--- src/rtl/serterm_pkg.sv ---
// rtl/serterm_pkg.sv - shared types and console control characters for the serial terminal
package serterm_pkg;

    typedef enum logic [1:0] {
        IDLE,
        ISSUE,
        GAP
    } bridge_state_t;

    localparam logic [7:0] ASCII_BS  = 8'h08;
    localparam logic [7:0] ASCII_LF  = 8'h0A;
    localparam logic [7:0] ASCII_FF  = 8'h0C;
    localparam logic [7:0] ASCII_CR  = 8'h0D;
    localparam logic [7:0] ASCII_ESC = 8'h1B;

endpackage

--- src/rtl/sync_fifo.sv ---
// rtl/sync_fifo.sv - single-clock first-word-fall-through FIFO with occupancy count
module sync_fifo #(
    parameter int DATA_WIDTH = 8,
    parameter int DEPTH      = 16
) (
    input  logic                     i_clk,
    input  logic                     i_rst,
    input  logic                     i_push,
    input  logic [DATA_WIDTH-1:0]    i_push_data,
    input  logic                     i_pop,
    output logic [DATA_WIDTH-1:0]    o_head,
    output logic [$clog2(DEPTH):0]   o_level,
    output logic                     o_full,
    output logic                     o_empty
);

    localparam int AW = $clog2(DEPTH);
    localparam logic [AW:0] FULL_LEVEL = (AW + 1)'(DEPTH);

    logic [DATA_WIDTH-1:0] mem [DEPTH];
    logic [AW-1:0]         wr_ptr;
    logic [AW-1:0]         rd_ptr;
    logic [AW:0]           count;
    logic                  push_ok;
    logic                  pop_ok;

    // Writes are refused while full even if a pop lands in the same cycle,
    // so the full flag only depends on the registered count.
    assign push_ok = i_push && !o_full;
    assign pop_ok  = i_pop && !o_empty;

    assign o_full  = (count == FULL_LEVEL);
    assign o_empty = (count == '0);
    assign o_level = count;
    assign o_head  = mem[rd_ptr];

    // Storage array; contents are not reset and simply become stale.
    always_ff @(posedge i_clk) begin
        if (push_ok) begin
            mem[wr_ptr] <= i_push_data;
        end
    end

    // Pointers wrap naturally; the extra count bit separates full from empty.
    always_ff @(posedge i_clk or posedge i_rst) begin
        if (i_rst) begin
            wr_ptr <= '0;
            rd_ptr <= '0;
            count  <= '0;
        end else begin
            if (push_ok) begin
                wr_ptr <= wr_ptr + 1'b1;
            end
            if (pop_ok) begin
                rd_ptr <= rd_ptr + 1'b1;
            end
            case ({push_ok, pop_ok})
                2'b10:   count <= count + 1'b1;
                2'b01:   count <= count - 1'b1;
                default: count <= count;
            endcase
        end
    end

endmodule

--- src/rtl/char_bridge.sv ---
// rtl/char_bridge.sv - buffered, paced bridge from UART rx stream to console command pulses
module char_bridge
    import serterm_pkg::*;
#(
    parameter int DATA_WIDTH = 8,
    parameter int DEPTH      = 16,
    parameter int GAP_CYCLES = 0,
    parameter int USE_BUSY   = 1,
    parameter int MAP_FF     = 1
) (
    input  logic                     i_clk,
    input  logic                     i_rst,
    input  logic [DATA_WIDTH-1:0]    s_axis_tdata,
    input  logic                     s_axis_tvalid,
    output logic                     s_axis_tready,
    output logic                     o_putchar,
    output logic                     o_clearhome,
    output logic [DATA_WIDTH-1:0]    o_char,
    input  logic                     i_busy,
    output logic [$clog2(DEPTH):0]   o_level
);

    localparam logic [15:0]           GAP_LOAD = 16'(GAP_CYCLES);
    localparam logic [DATA_WIDTH-1:0] FF_CHAR  = DATA_WIDTH'(ASCII_FF);

    bridge_state_t         state;
    bridge_state_t         state_n;
    logic [15:0]           gap_cnt;
    logic [15:0]           gap_n;
    logic                  pop;
    logic                  fifo_full;
    logic                  fifo_empty;
    logic [DATA_WIDTH-1:0] fifo_head;

    assign s_axis_tready = !fifo_full;

    sync_fifo #(
        .DATA_WIDTH (DATA_WIDTH),
        .DEPTH      (DEPTH)
    ) u_fifo (
        .i_clk       (i_clk),
        .i_rst       (i_rst),
        .i_push      (s_axis_tvalid),
        .i_push_data (s_axis_tdata),
        .i_pop       (pop),
        .o_head      (fifo_head),
        .o_level     (o_level),
        .o_full      (fifo_full),
        .o_empty     (fifo_empty)
    );

    // State, gap counter and the held character; reset aborts any command in flight.
    always_ff @(posedge i_clk or posedge i_rst) begin
        if (i_rst) begin
            state   <= IDLE;
            gap_cnt <= '0;
            o_char  <= '0;
        end else begin
            state   <= state_n;
            gap_cnt <= gap_n;
            if (pop) begin
                o_char <= fifo_head;
            end
        end
    end

    // Pulses are decoded from state so they vanish the moment reset asserts.
    always_comb begin
        state_n     = state;
        gap_n       = gap_cnt;
        pop         = 1'b0;
        o_putchar   = 1'b0;
        o_clearhome = 1'b0;
        case (state)
            IDLE: begin
                if (!fifo_empty) begin
                    pop     = 1'b1;
                    state_n = ISSUE;
                end
            end
            ISSUE: begin
                if ((MAP_FF != 0) && (o_char == FF_CHAR)) begin
                    o_clearhome = 1'b1;
                end else begin
                    o_putchar = 1'b1;
                end
                gap_n   = GAP_LOAD;
                state_n = GAP;
            end
            GAP: begin
                if (gap_cnt != 16'd0) begin
                    gap_n = gap_cnt - 16'd1;
                end else if ((USE_BUSY == 0) || !i_busy) begin
                    state_n = IDLE;
                end
            end
            default: state_n = IDLE;
        endcase
    end

endmodule
--- config.mk ---
export PLATFORM = sky130hd
export DESIGN_NAME = char_bridge
export DESIGN_NICKNAME = d
export VERILOG_FILES = /design/src/rtl/serterm_pkg.sv /design/src/rtl/sync_fifo.sv /design/src/rtl/char_bridge.sv
export SDC_FILE = /design/constraint.sdc
export NUM_CORES = 1
export LEC_CHECK = 0
export ABC_AREA = 1
export BUFFER_PORTS_ARGS = -buffer_cell sky130_fd_sc_hd__buf_2
export CAP_MARGIN = 20
export CORE_MARGIN = 2
export CORE_UTILIZATION = 60
export CTS_CLUSTER_SIZE = 25
export DETAILED_ROUTE_END_ITERATION = 6
export GPL_TIMING_DRIVEN = 0
export PLACE_DENSITY = 0.77
export SLEW_MARGIN = 30
export SYNTH_ARGS = -nofsm -noshare
export SYNTH_HDL_FRONTEND = slang
export SYNTH_HIERARCHICAL = 1
export SYNTH_SLANG_ARGS = --single-unit
--- constraint.sdc ---
create_clock -name i_clk -period 2.5 [get_ports i_clk]
set_input_delay 0.125 -clock i_clk [delete_from_list [all_inputs] [get_ports i_clk]]
set_output_delay 0.125 -clock i_clk [all_outputs]
set_load 0.02 [all_outputs]
==> impl_metrics.py, run 1 <==
metrics = {
    "status": {
        "outcome": "completed",
    },
    "floorplanning": {
        "die_height_um": 117.0,
        "die_area_mm2": 0.01368,
        "design.portCount": 28,
        "die_x_um": 117.0,
        "placementRows": 41,
        "floorplan.core_area_mm2": 0.01252,
        "floorplan.initialDensity_pct": 61.18,
    },
    "run": {
        "cap_viol_max_count": 0,
    },
    "yosys": {
        "synth_cells": 821,
        "synth_area_mm2": 0.007657,
        "synth_area_leaders": "edfxtp_1, nand2_1, dfrtp_1",
        "synth_seq_cells": 167,
        "mappedNetlistNets": 844,
        "yosys_most_used_dff": "edfxtp_1",
        "proportion_of_synthesized_flip_flops_having_asynchronous_set_or_reset_pct": 23.35,
        "synth_top_area_share_pct": 50.20,
        "synth.yosys.seq_area_share_pct": 62.94,
        "synth_edf_count": 128,
        "synth_area_leader_cell": "edfxtp_1",
        "synth-warning-count": 6,
        "syn_avg_cell_area_um2": 9.327,
        "synth.distinct_cells": 30,
    },
    "critical_path": {
        "reg2reg_setup_slack_ps": 130,
        "critical_path.reg2reg.endpoint": "u_fifo/o_level[4]$_DFFE_PP0P_",
        "critical_path_class": "flip-flop to flip-flop",
        "timing.critical_path.slowest_cell_delay_ps": 370,
        "worst_ep_required_time_ps": 2810,
        "worst_setup_path_end_kind": "flip-flop",
        "crit_path_cell_trace": "inv_1 > nand4_1 > buf_4 > inv_1 > nor2_4 > nand2_4 > inv_4 > ha_4 > inv_1 > fa_1 > inv_1 > nand2_1 > nand2_1 > nand2_1 > nand2_1 > nand2_1 > nand2_1 > nand2_1",
        "reg2reg_depth": 18,
        "crit_path_top_delay_cell": "fa_1",
        "worstPathMaxFanout": 6,
        "worstPathArrival_ps": 2680,
        "crit-reg2reg-launch": "u_fifo/o_level[1]$_DFFE_PP0P_",
        "startpoint_kind_of_the_worst_setup_timing_path": "flip-flop",
        "cell_repeated_most_along_the_worst_path": "nand2_1",
    },
    "sta": {
        "setup_viol": 0,
        "final.period_utilization_pct": 94.71,
        "finalHoldViolations": 0,
        "tightestPinTransition_ps": 859.9,
        "maxSlewHeadroom_pct": 42.46,
        "period_minus_slack_ps": 2368,
        "report.final.slew_viol_count": 0,
        "finClkSkew_ps": 10.78,
        "final_hold_slack_ps": 131.0,
        "fmaxAchievable_mhz": 422.4,
        "finalWorstSetupSlack_ps": 132.3,
    },
    "hold_path": {
        "hold_depth": 1,
        "min_path_type": "input pin to flip-flop",
        "min-delay-start": "s_axis_tdata[6]",
        "hold-path-endpoint": "u_fifo/mem[5][6]$_DFFE_PP_",
    },
    "global_routing": {
        "grt_pass1_vias": 5209,
        "overall_global_routing_usage_pct": 26.76,
        "grt_antenna_before_repair": 0,
        "grt_overflow": 0,
        "grt_pass1_wl_um": 26940,
        "grt_start_max_net_pins": 27,
    },
    "clocking": {
        "cts_tree": "yes",
        "clock_tree.root_cell": "clkbuf_16",
        "clk_path_buf_depth": 2,
        "path_clk_slew_ps": 70,
        "numClockSinks": 167,
        "clock_latency_ps": 430,
        "cts.htree.levels": 4,
        "numCtsBuffers": 17,
    },
    "routing": {
        "route.vias.total": 5623,
        "dr.pass1.iters": 6,
        "drt_iter0_markers": 481,
        "routedWlPerCell_um": 16.29,
        "total_wire_length_um": 17260,
        "drt-vias-per-instance": 5.305,
        "remaining_number_of_nets_flagged_by_the_antenna_check_after_routing": 0,
        "drc": 0,
    },
    "placed_design": {
        "place.port_buffers": 27,
        "gpl.final_weighted_congestion": 0.9083,
        "post-place-ws_ps": -505.4,
        "dp_hpwl_um": 11700,
    },
    "cells_and_area": {
        "fillerInstances": 996,
        "diodes": 0,
        "layout_cells_sized_above_1_pct": 11.26,
        "area_growth_pct": 13.10,
        "design.final.nets": 899,
    },
    "pwr": {
        "ir_drop_mv": 0.7377,
        "static-leakage-power_nw": 3.902,
        "power_density_mw_per_mm2": 1216,
    },
}
how the worst max path moves through the flow:
stage	slack [ps]	startpoint	endpoint
final	130	u_fifo/o_level[1]$_DFFE_PP0P_	u_fifo/o_level[4]$_DFFE_PP0P_
after global routing	-30	u_fifo/o_level[1]$_DFFE_PP0P_	u_fifo/o_level[4]$_DFFE_PP0P_
after CTS	90	u_fifo/o_level[2]$_DFFE_PP0P_	u_fifo/o_level[4]$_DFFE_PP0P_
after detailed placement	-510	u_fifo/o_level[1]$_DFFE_PP0P_	u_fifo/o_level[4]$_DFFE_PP0P_
after global placement	-410	u_fifo/o_level[1]$_DFFE_PP0P_	u_fifo/o_level[4]$_DFFE_PP0P_
after floorplan	40	u_fifo/o_level[1]$_DFFE_PP0P_	u_fifo/o_level[4]$_DFFE_PP0P_
per-layer routing:
metal  global-route usage (%)  up-vias  wire (um)
li1                         -     2720          -
met2                    44.78      218       8542
met5                        0        -          0
met4                    7.922        0        230
met1                    35.74     2663       7253
met3                    5.613       22       1237
state kept, by name, indices dropped and copies added (netlist names):
register	cells
o_char	8
state	2
u_fifo/mem	128
u_fifo/wr_ptr	4
u_fifo/o_level	5
gap_cnt	16
u_fifo/rd_ptr	4
layout make-up:
class | instances | area (um^2) | share of cell area (%)
clock buffer | 18 | 429.2 | 4.955
buffer | 24 | 137.6 | 1.589
clock inverter | 13 | 123.9 | 1.430
tap | 172 | 215.2 | 2.485
sequential | 167 | 4820 | 55.65
timing repair buffer | 36 | 207.7 | 2.398
multi-input combinational | 537 | 2376 | 27.43
inverter | 93 | 351.6 | 4.060
logic make-up after synthesis:
group	Yosys count	share of synthesized area [%]
simple gates	493	25.93
flops	167	62.94
buf+inv	117	6.356
compound gates	22	1.618
xor+xnor	11	1.258
fa+ha+maj	11	1.895
where the power goes:
group          internal (mW)  switching, mW
registers               3.49          0.307
clock network           1.37           1.07
logic                   1.40           2.90
layout by cell type, fill, tap and decap left out, types with 2 or more instances in the layout:
| cell | instances |
|---|---|
| buf_6 | 2 |
| inv_2 | 4 |
| dfrtp_1 | 39 |
| nor2_4 | 3 |
| buf_4 | 11 |
| o21ai_0 | 10 |
| nor3_1 | 2 |
| nor2_1 | 99 |
| clkbuf_1 | 4 |
| xor2_1 | 5 |
| nand3_1 | 68 |
| clkinvlp_4 | 2 |
| ha_1 | 9 |
| nand4_1 | 4 |
| buf_2 | 41 |
| clkinv_1 | 2 |
| clkinv_4 | 5 |
| a21oi_1 | 2 |
| o21ai_1 | 7 |
| nand2_1 | 310 |
| nand2_4 | 2 |
| edfxtp_1 | 128 |
| inv_6 | 3 |
| dlygate4sd3_1 | 2 |
| inv_1 | 87 |
| clkbuf_16 | 17 |
| xnor2_1 | 6 |
| nor2_2 | 3 |
metrics by stage:
stage / utilization, % / TNS [ps] / power (mW) / std cells / instance area [um^2]
global route: 69.19 / -25.97 / 11.21 / 1060 / 8661
floorplan: - / 0 / 6.746 / 821 / 7657
finish: 69.19 / 0 / 10.54 / 1060 / 8661
detailed placement: 63.97 / -1203 / 7.885 / 1020 / 8008
global placement: 63.97 / -863.7 / 7.731 / 1020 / 8008
CTS: 68.93 / 0 / 10.42 / 1058 / 8628
synth_stat cells, types with 2 or more instances:
| library cell | number |
|---|---|
| nor2_4 | 2 |
| nand2_1 | 311 |
| nand4_1 | 4 |
| buf_4 | 4 |
| nor2_2 | 4 |
| edfxtp_1 | 128 |
| buf_2 | 14 |
| buf_6 | 2 |
| dfrtp_1 | 39 |
| a21oi_1 | 2 |
| o21ai_1 | 7 |
| xor2_1 | 5 |
| nor2_1 | 99 |
| nand3_1 | 68 |
| clkbuf_1 | 3 |
| inv_2 | 3 |
| inv_1 | 89 |
| nor3_1 | 2 |
| xnor2_1 | 6 |
| o21ai_0 | 10 |
| ha_1 | 10 |
worst max-delay path: cells and delay by family, from the launching register on:
| family | cells | cell delay (ps) |
|---|---|---|
| simple gates | 10 | 800 |
| buf+inv | 6 | 580 |
| fa+ha+maj | 2 | 520 |
| flops | 1 | 360 |
repair_timing:
action	CTS	global route
setup endpoints to repair	4	1
hold buffers	2	0
gates resized for setup	4	3
pin swaps	2	0
setup buffers	5	2
endpoints found under the hold margin	40	0
No activity file was read; power rests on OpenSTA's default activity.
==> run 2: changes to the inputs <==
--- a/config.mk
+++ b/config.mk
@@ -13,7 +13,7 @@
 export CTS_CLUSTER_SIZE = 25
 export DETAILED_ROUTE_END_ITERATION = 6
 export GPL_TIMING_DRIVEN = 0
-export PLACE_DENSITY = 0.77
+export PLACE_DENSITY = 0.78
 export SLEW_MARGIN = 30
 export SYNTH_ARGS = -nofsm -noshare
 export SYNTH_HDL_FRONTEND = slang
==> run 2 against run 1 <==
  * Hold slack worse by 8.6 ps
  * Core utilization increased by 0.15 points
  * Wire length grew 1.4%
  * Via count rose by 1.2%
  * Non-clock buffer count fell by 3
  * Global-route usage grew 0.29 points
  * Register-to-register slack got worse by 20 ps
  * Cell area increased by 0.22%
  * Die area did not move
  * Combinational power down 1%
  * Total power rose by 1.6%
  * Sequential power about the same
  * Largest cell class unchanged
==> impl_metrics.py, run 2 (synthesized netlist as in run 1, its figures left out) <==
metrics = {
    "routing": {
        "remaining_number_of_nets_flagged_by_the_antenna_check_after_routing": 0,
        "routedWlPerCell_um": 16.55,
        "drt_iter0_markers": 537,
        "total_wire_length_um": 17510,
        "drt-vias-per-instance": 5.381,
        "route.vias.total": 5693,
        "dr.pass1.iters": 5,
        "drc": 0,
    },
    "cells_and_area": {
        "area_growth_pct": 13.35,
        "fillerInstances": 974,
        "layout_cells_sized_above_1_pct": 10.50,
        "diodes": 0,
        "area_of_the_multi_input_gates_mm2": 0.002376,
        "mostFrequentLayoutCell": "nand2_1",
        "layout_common_cells": "nand2_1, edfxtp_1, nor2_1",
        "most_flop_heavy_register": "u_fifo/mem",
        "design.final.nets": 896,
        "regArea_mm2": 0.004820,
        "largest_registers_in_the_final_layout": "u_fifo/mem x128, gap_cnt x16, o_char x8",
        "flip_flop_count_of_the_largest_register_after_layout": 128,
    },
    "pwr": {
        "power_density_mw_per_mm2": 1233,
        "power.share.switching_pct": 39.20,
        "static-leakage-power_nw": 3.909,
        "ir_drop_mv": 0.7160,
        "power.share.sequential_pct": 35.6,
        "pint_mw": 6.506,
        "comb_power_share_pct": 39.6,
        "p_clk_share_pct": 24.8,
        "power.total_mw": 10.70,
        "p_sw_mw": 4.195,
    },
    "sta": {
        "fmaxAchievable_mhz": 419.2,
        "setup_viol": 0,
        "report.final.slew_viol_count": 0,
        "finalHoldViolations": 0,
        "period_minus_slack_ps": 2385,
        "finClkSkew_ps": 7.714,
        "final_hold_slack_ps": 122.5,
        "maxSlewHeadroom_pct": 38.53,
        "tightestPinTransition_ps": 918.6,
        "final.period_utilization_pct": 95.41,
    },
    "global_routing": {
        "grt_pass1_wl_um": 26940,
        "grt_pass1_vias": 5280,
        "grt_start_max_net_pins": 27,
        "overall_global_routing_usage_pct": 27.06,
        "grt_antenna_before_repair": 0,
        "grt_overflow": 0,
    },
    "floorplanning": {
        "die_x_um": 117.0,
        "floorplan.initialDensity_pct": 61.18,
        "placementRows": 41,
        "die_height_um": 117.0,
        "die_area_mm2": 0.01368,
        "floorplan.core_area_mm2": 0.01252,
        "design.portCount": 28,
    },
    "clocking": {
        "clock_latency_ps": 420,
        "numClockSinks": 167,
        "clk_path_buf_depth": 2,
        "path_clk_slew_ps": 60,
        "cts_tree": "yes",
        "clock_tree.root_cell": "clkbuf_16",
        "cts.htree.levels": 4,
        "numCtsBuffers": 17,
    },
    "critical_path": {
        "startpoint_kind_of_the_worst_setup_timing_path": "flip-flop",
        "worstPathMaxFanout": 8,
        "timing.critical_path.slowest_cell_delay_ps": 730,
        "cell_repeated_most_along_the_worst_path": "nand2_1",
        "worst_ep_required_time_ps": 2540,
        "crit_path_top_delay_cell": "nor2_1",
        "worstPathArrival_ps": 2430,
        "critical_path_class": "flip-flop to flip-flop",
        "worst_setup_path_end_kind": "flip-flop",
        "crit_path_cell_trace": "buf_4 > nand4_1 > nand2_1 > inv_1 > nand2_1 > nor2_1",
    },
    "placed_design": {
        "place.port_buffers": 27,
        "gpl.final_weighted_congestion": 0.8750,
        "dp_hpwl_um": 11590,
    },
    "run": {
        "cap_viol_max_count": 0,
    },
    "status": {
        "outcome": "completed",
    },
    "hold_path": {
        "min_path_type": "input pin to flip-flop",
    },
}
[run 2: cell count changes in the layout (fill, tap and decap cells not counted), moves of 2 or more]
cell / previous run / this run
clkinv_1: 2 / 6
clkinv_4: 5 / 1
buf_4: 11 / 8
bufinv_16: 1 / 4
inv_6: 3 / 0
clkbuf_1: 4 / 6
clkinvlp_4: 2 / 0
[run 2: per-stage QoR]
step	area (um^2)	cells	setup WS [ps]	setup TNS, ps	util, %
floorplan	7657	821	44.37	0	-
global placement	8008	1020	-325.8	-608.4	63.97
detailed placement	8008	1020	-416.3	-994.9	63.97
CTS	8645	1056	16.67	0	69.06
global route	8680	1058	-2.217	-2.217	69.34
finish	8680	1058	114.6	0	69.34
[run 2: repair_timing]
action,4_1_cts,5_1_grt
pin swaps,2,1
gates resized for setup,3,5
hold endpoints to repair,40,0
buffers inserted,2,2
endpoints found under the setup margin,4,3
hold buffers,2,0
[run 2: path summary, 6_finish.rpt]
check | to | depth (start not counted) | slack [ps] | startpoint
hold reg to reg | o_char[4]$_DFFE_PP0P_ | 2 | 490 | o_char[4]$_DFFE_PP0P_
setup / recovery | u_fifo/mem[8][6]$_DFFE_PP_ | 6 | 110 | u_fifo/o_level[4]$_DFFE_PP0P_
hold / removal | u_fifo/mem[6][7]$_DFFE_PP_ | 1 | 120 | s_axis_tdata[7]
setup reg to reg | u_fifo/mem[8][6]$_DFFE_PP_ | 6 | 110 | u_fifo/o_level[4]$_DFFE_PP0P_
min in group asynchronous | gap_cnt[15]$_DFFE_PP0P_ | 3 | 300 | i_rst
max in group asynchronous | u_fifo/wr_ptr[0]$_DFFE_PP0P_ | 3 | 1750 | i_rst
[run 2: area by class of cell]
| class | count | area share, % |
|---|---|---|
| Buffer | 24 | 1.586 |
| Clock buffer | 20 | 5.031 |
| Clock inverter | 12 | 1.816 |
| Inverter | 93 | 4.051 |
| Multi-Input combinational cell | 537 | 27.37 |
| Sequential cell | 167 | 55.53 |
| Tap cell | 172 | 2.479 |
| Timing Repair Buffer | 33 | 2.133 |
[run 2: critical path, delay by kind of cell, from the launching register on]
kind	cells	cell delay, ps
buffers and inverters	2	370
DFF	1	390
and+or+nand+nor	4	1230
[run 2: routing by layer]
layer | GRT usage [%] | part of all wire, % | wire length [um]
met1 | 34.28 | 41 | 7231
met2 | 45.66 | 50 | 8711
met3 | 6.797 | 6.8 | 1184
met4 | 9.647 | 2.2 | 383
met5 | 0 | 0 | 0
[run 2: power groups by stage]
stage	clock network, mW	registers [mW]	logic (mW)
finish	2.65	3.81	4.24
global route	2.78	3.85	4.73
CTS	2.67	3.80	4.12
detailed placement	0	3.86	4.02
global placement	0	3.83	3.88
floorplan	0	3.91	2.83
